`src/rtl/display_scan_timer.sv`:
```
// Raster timing generator: h/v counters, sync/blank/visible flags, raw scan position
// and offset-adjusted scroll coordinates for the tile fetch stage.
module display_scan_timer #(
    parameter int unsigned COORD_WIDTH = 10,
    parameter int unsigned H_VISIBLE   = 640,
    parameter int unsigned H_FRONT     = 16,
    parameter int unsigned H_SYNC      = 96,
    parameter int unsigned H_BACK      = 48,
    parameter int unsigned V_VISIBLE   = 480,
    parameter int unsigned V_FRONT     = 10,
    parameter int unsigned V_SYNC      = 2,
    parameter int unsigned V_BACK      = 33
) (
    input  logic                   clk,
    input  logic                   _reset,
    input  logic                   enable,
    input  logic [COORD_WIDTH-1:0] x_offset,
    input  logic [COORD_WIDTH-1:0] y_offset,
    output logic [COORD_WIDTH-1:0] x_pos,
    output logic [COORD_WIDTH-1:0] y_pos,
    output logic                   h_sync,
    output logic                   v_sync,
    output logic                   visible,
    output logic [COORD_WIDTH-1:0] scroll_x,
    output logic [COORD_WIDTH-1:0] scroll_y,
    output logic                   line_start,
    output logic                   frame_start
);

    localparam int unsigned CW       = COORD_WIDTH;
    localparam int unsigned H_TOTAL  = H_VISIBLE + H_FRONT + H_SYNC + H_BACK;
    localparam int unsigned V_TOTAL  = V_VISIBLE + V_FRONT + V_SYNC + V_BACK;
    localparam int unsigned HS_START = H_VISIBLE + H_FRONT;
    localparam int unsigned HS_END   = HS_START + H_SYNC;
    localparam int unsigned VS_START = V_VISIBLE + V_FRONT;
    localparam int unsigned VS_END   = VS_START + V_SYNC;

    // Counters must be able to reach TOTAL-1 within CW bits.
    generate
        if (64'(H_TOTAL) > (64'd1 << CW)) begin : g_bad_h_total
            $error("display_scan_timer: H_TOTAL does not fit in COORD_WIDTH");
        end
        if (64'(V_TOTAL) > (64'd1 << CW)) begin : g_bad_v_total
            $error("display_scan_timer: V_TOTAL does not fit in COORD_WIDTH");
        end
    endgenerate

    logic          en_m, en_s;
    logic [CW-1:0] xo_m, xo_s, yo_m, yo_s;
    logic [CW-1:0] lat_x, lat_y;
    logic [CW-1:0] h_cnt, v_cnt;

    logic [CW-1:0] h_nxt, v_nxt;
    logic [CW-1:0] lat_x_nxt, lat_y_nxt;
    logic [CW-1:0] x_nxt, y_nxt;
    logic          at_origin;
    logic          load_lat;
    logic          h_sync_nxt, v_sync_nxt, visible_nxt;

    // Next counter state, offset latch and output values.
    always_comb begin
        h_nxt       = '0;
        v_nxt       = '0;
        at_origin   = (h_cnt == '0) && (v_cnt == '0);
        // Latch is transparent while disabled so the first frame after enable
        // already sees the current offsets.
        load_lat    = !en_s || at_origin;
        lat_x_nxt   = load_lat ? xo_s : lat_x;
        lat_y_nxt   = load_lat ? yo_s : lat_y;
        x_nxt       = en_s ? h_cnt : '0;
        y_nxt       = en_s ? v_cnt : '0;
        h_sync_nxt  = !(en_s && (32'(h_cnt) >= HS_START) && (32'(h_cnt) < HS_END));
        v_sync_nxt  = !(en_s && (32'(v_cnt) >= VS_START) && (32'(v_cnt) < VS_END));
        visible_nxt = en_s && (32'(h_cnt) < H_VISIBLE) && (32'(v_cnt) < V_VISIBLE);
        if (en_s) begin
            if (32'(h_cnt) == H_TOTAL - 1) begin
                h_nxt = '0;
                v_nxt = (32'(v_cnt) == V_TOTAL - 1) ? '0 : v_cnt + CW'(1);
            end else begin
                h_nxt = h_cnt + CW'(1);
                v_nxt = v_cnt;
            end
        end
    end

    // Synchronizers, counters, latch and registered outputs.
    always_ff @(posedge clk or negedge _reset) begin
        if (!_reset) begin
            en_m        <= 1'b0;
            en_s        <= 1'b0;
            xo_m        <= '0;
            xo_s        <= '0;
            yo_m        <= '0;
            yo_s        <= '0;
            lat_x       <= '0;
            lat_y       <= '0;
            h_cnt       <= '0;
            v_cnt       <= '0;
            x_pos       <= '0;
            y_pos       <= '0;
            h_sync      <= 1'b1;
            v_sync      <= 1'b1;
            visible     <= 1'b0;
            scroll_x    <= '0;
            scroll_y    <= '0;
            line_start  <= 1'b0;
            frame_start <= 1'b0;
        end else begin
            en_m        <= enable;
            en_s        <= en_m;
            xo_m        <= x_offset;
            xo_s        <= xo_m;
            yo_m        <= y_offset;
            yo_s        <= yo_m;
            lat_x       <= lat_x_nxt;
            lat_y       <= lat_y_nxt;
            h_cnt       <= h_nxt;
            v_cnt       <= v_nxt;
            x_pos       <= x_nxt;
            y_pos       <= y_nxt;
            h_sync      <= h_sync_nxt;
            v_sync      <= v_sync_nxt;
            visible     <= visible_nxt;
            scroll_x    <= x_nxt + lat_x_nxt;
            scroll_y    <= y_nxt + lat_y_nxt;
            line_start  <= en_s && (h_cnt == '0);
            frame_start <= en_s && at_origin;
        end
    end

endmodule
```
`config.mk`:
```
export PLATFORM = sky130hd
export DESIGN_NAME = display_scan_timer
export DESIGN_NICKNAME = d
export VERILOG_FILES = /design/src/rtl/display_scan_timer.sv
export SDC_FILE = /design/constraint.sdc
export NUM_CORES = 1
export LEC_CHECK = 0
export BUFFER_PORTS_ARGS = -buffer_cell sky130_fd_sc_hd__buf_2
export CORE_AREA = 4 4 120 150
export CTS_BUF_LIST = sky130_fd_sc_hd__clkbuf_8
export DETAILED_ROUTE_END_ITERATION = 10
export DIE_AREA = 0 0 124 154
export GPL_TIMING_DRIVEN = 0
export PLACE_DENSITY = 0.55
export SYNTH_ARGS = -nofsm -noshare
export SYNTH_HDL_FRONTEND = slang
export SYNTH_SLANG_ARGS = --single-unit
```
`constraint.sdc`:
```
create_clock -name clk -period 3.9 [get_ports clk]
set_clock_uncertainty 0.05 [all_clocks]
set_input_delay 0.78 -clock clk [delete_from_list [all_inputs] [get_ports clk]]
set_output_delay 0.78 -clock clk [all_outputs]
set_load 0.01 [all_outputs]
```
==> key figures <==
Run status
  • Outcome: complete, no violations

Die
  • Die area: 19100 µm²
  • CORE AREA: 16640 µm²
  • I/O Pins: 68
  • Die Y: 154 µm
  • Initial core utilization: 29.30%
  • Die width: 124 µm
  • FP Rows: 53

Detailed routing
  • Routed wire length: 9781 µm
  • DRC Markers: 0
  • Drt wl/cell: 13.89 µm
  • Remaining antenna violation count: 0
  • Initial DRC count: 145
  • First-pass DRT Iterations: 4
  • Vias: 2996
  • Vias per cell: 4.256

Hold path
  • Hold WC Path Type: in2async

Timing
  • Unrepaired setup endpoints after global routing: yes
  • Least-Margin Pin Slew: 527.7 ps
  • Fin. Hold Viols: 0
  • Setup-failing EPs final: 0
  • Post-route clock period utilization: 97.66%
  • Final WS setup: 91.41 ps
  • Max Freq: 262.6 MHz
  • Slew Viols, Final: 0
  • Fin crit period: 3809 ps
  • Rel. slew slack: 64.82%

Setup path
  • Max FO, Critical Path: 5
  • Crit path arrival time: 4120 ps
  • Worst endpoint required time: 4210 ps
  • Flop2flop setup slack: 90 ps
  • Nature of the critical path endpoint: flop
  • Startpoint Class: flop
  • Crit Path Class: reg2reg

Yosys
  • Number of synthesized flops with an enable pin: 0
  • Synth Register Bits: 127
  • Ys Warns: 0
  • Post-Synthesis Cells: 367
  • Leading area contributor after synthesis: dfrtp_1
  • Post-Syn Area per Cell: 13.29 µm²
  • Synth Cell Area: 4877 µm²
  • Sequential share of the synthesized area: 65.21%
  • Ranking of synthesized cells by area: dfrtp_1 (64%), ha_1 (5.9%), mux2_2 (4.2%)
  • FFs w/ async S/R, synth: 100.0%
  • Ys flop type: dfrtp_1
  • Area share of the largest cell type after synthesis: 64.14%
  • Net Count, Synth: 415
  • Post-synth cell types: 43

Clocking
  • CTS tree: yes
  • Clk pin slew, worst setup/hold paths: 80 ps
  • CTS buffer count: 17
  • Root buffer cell: clkbuf_8
  • Sink Count: 127
  • Longest Clk Path Bufs: 2
  • Worst skew pair latency: 440 ps
  • H-tree depth: 4

Placed design
  • Port Buf Inserts: 67
  • Post-DP HPWL: 6572 µm
  • Pre-CTS setup slack: -586.3 ps
  • Routability Congestion: 0.8261
  • Dpl cell area: 5522 µm²

Global route
  • Gr ovfl total: 0
  • Global-route wire length before repair: 15770 µm
  • Largest net degree at the start of global routing: 86
  • Antenna violations before repair: 0
  • Vias in the first global route: 3193
  • GRT Total Usage: 10.92%

Power and ir drop
  • Switching fraction of total power: 23.63%
  • Internal power: 2.239 mW
  • Worst vdd ir: 206.4 µV
  • Leakage: 2.958 nW
  • Sequential Power Share: 48.4%
  • PwrDens: 471.5 nW/µm²
  • Psw: 0.6929 mW
  • Logic pwr share: 9.6%
  • Clock power frac: 42.0%

Finish
  • Area of the multi-input gates: 1718 µm²
  • FF/Latch Area: 3181 µm²
  • Post-layout instance area: 6218 µm²
  • Area growth syn-to-layout: 27.50%
  • Share of cells above drive strength 1: 33.47%
  • Layout fillers: 1614
  • Antenna Cells: 0
  • Commonest non-fill, non-tap cells in the layout: dfrtp_1 (125), buf_2 (66), nor2_1 (34)
  • Most common cell after layout, fill and taps aside: dfrtp_1
  • Nets@finish: 519

Run
  • Max-cap check violation count: 0
[sequential cells by signal (all words and copies together), names as in the netlist, 10 cells and up]
signal and count:
x_pos 10, yo_m 10, scroll_x 10, y_pos 10
v_cnt 10, h_cnt 10, xo_s 10, lat_y 10
xo_m 10, scroll_y 10, yo_s 10, lat_x 10
[layout make-up]
cell class,count,area share [%]
sequential,127,51.15
multi-input combinational,218,27.63
timing repair buffer,85,8.048
tap,220,4.427
clock buffer,18,3.984
clock inverter,14,3.058
buffer,8,0.8652
inverter,14,0.8451
[cell families after synthesis]
family / count (synthesis) / synth area share (%)
AND/OR/NAND/NOR: 102 / 10.67
adder cells (fa/ha/maj): 25 / 6.722
multiplexers: 21 / 4.874
XOR/XNOR: 32 / 5.747
flip-flops: 127 / 65.21
buffers and inverters: 22 / 1.924
AO/OA/AOI/OAI: 38 / 4.849
[stage by stage]
| step | util, % | setup TNS [ps] | cells | power, mW | hold WS [ps] |
|---|---|---|---|---|---|
| after global placement | 32.97 | -2209 | 654 | 1.684 | 283.3 |
| after floorplan | - | 0 | 367 | 1.581 | 281.2 |
| after global routing | 37.36 | -99.26 | 704 | 3.074 | 205.1 |
| after detailed placement | 33.17 | -2411 | 655 | 1.692 | 284.7 |
| final | 37.36 | 0 | 704 | 2.932 | 201.8 |
| after CTS | 36.61 | -45.02 | 697 | 2.968 | 178.4 |
[critical path, stage by stage, from the launching register on]
cell,delay (ps)
dfrtp_1,400
inv_2,60
ha_1,140
or4b_4,450
or4_4,470
o21ai_4,170
buf_6,160
mux2_4,330
ha_4,170
fa_2,340
a21o_1,170
a21oi_2,150
nor2b_1,60
o21a_1,210
o41ai_2,240
xnor2_1,160
[layer usage]
metal  share of wire [%]  wire length (µm)  GRT usage [%]
met5                   0                 0              0
met4                 2.0               197          5.167
met3                 5.3               515          3.679
met2                  49              4814          17.09
met1                  43              4254          13.45
[power by group through the flow]
stage / combinational, mW / sequential [mW] / clock [mW]
finish: 0.280 / 1.42 / 1.23
global route: 0.312 / 1.43 / 1.33
CTS: 0.270 / 1.42 / 1.28
detailed placement: 0.246 / 1.45 / 0
global placement: 0.240 / 1.44 / 0
floorplan: 0.121 / 1.46 / 0
[cell usage after synthesis, types with 2 or more instances]
master      n
xnor2_1    20
nand2_1    11
nor2_1     34
xor2_1     12
dfrtp_1   125
nand4_1     4
o21a_1      3
nor3_1      4
o21ai_0     9
nor2b_1     5
inv_1      14
ha_1       23
nor4_1      3
dfstp_2     2
and2_1     15
and3_1      3
a21o_1      5
mux2i_1     2
a211oi_1    3
nand2b_1    3
nand3_1    13
a21oi_1    10
clkbuf_1    6
mux2_2     18
fa_1        2
[timing repair]
item / 4_1_cts / 5_1_grt
resized for setup: 17 / 18
hold buffers: 0 / 0
endpoints found under the hold margin: 0 / 0
setup buffers: 10 / 7
pin swaps: 4 / 7
setup endpoints to repair: 10 / 8
[path summary, 6_finish.rpt]
kind                                    start                     to  cells after the start
max                        h_cnt[0]$_DFF_PN0_  scroll_x[8]$_DFF_PN0_                     15
min                                    _reset     lat_x[3]$_DFF_PN0_                      1
max reg2reg                h_cnt[0]$_DFF_PN0_  scroll_x[8]$_DFF_PN0_                     15
min reg2reg                 xo_m[7]$_DFF_PN0_      xo_s[7]$_DFF_PN0_                      0
max in group asynchronous              _reset       v_sync$_DFF_PN1_                      2
min in group clk            xo_m[7]$_DFF_PN0_      xo_s[7]$_DFF_PN0_                      0
Power figures use the tool's default switching activity.
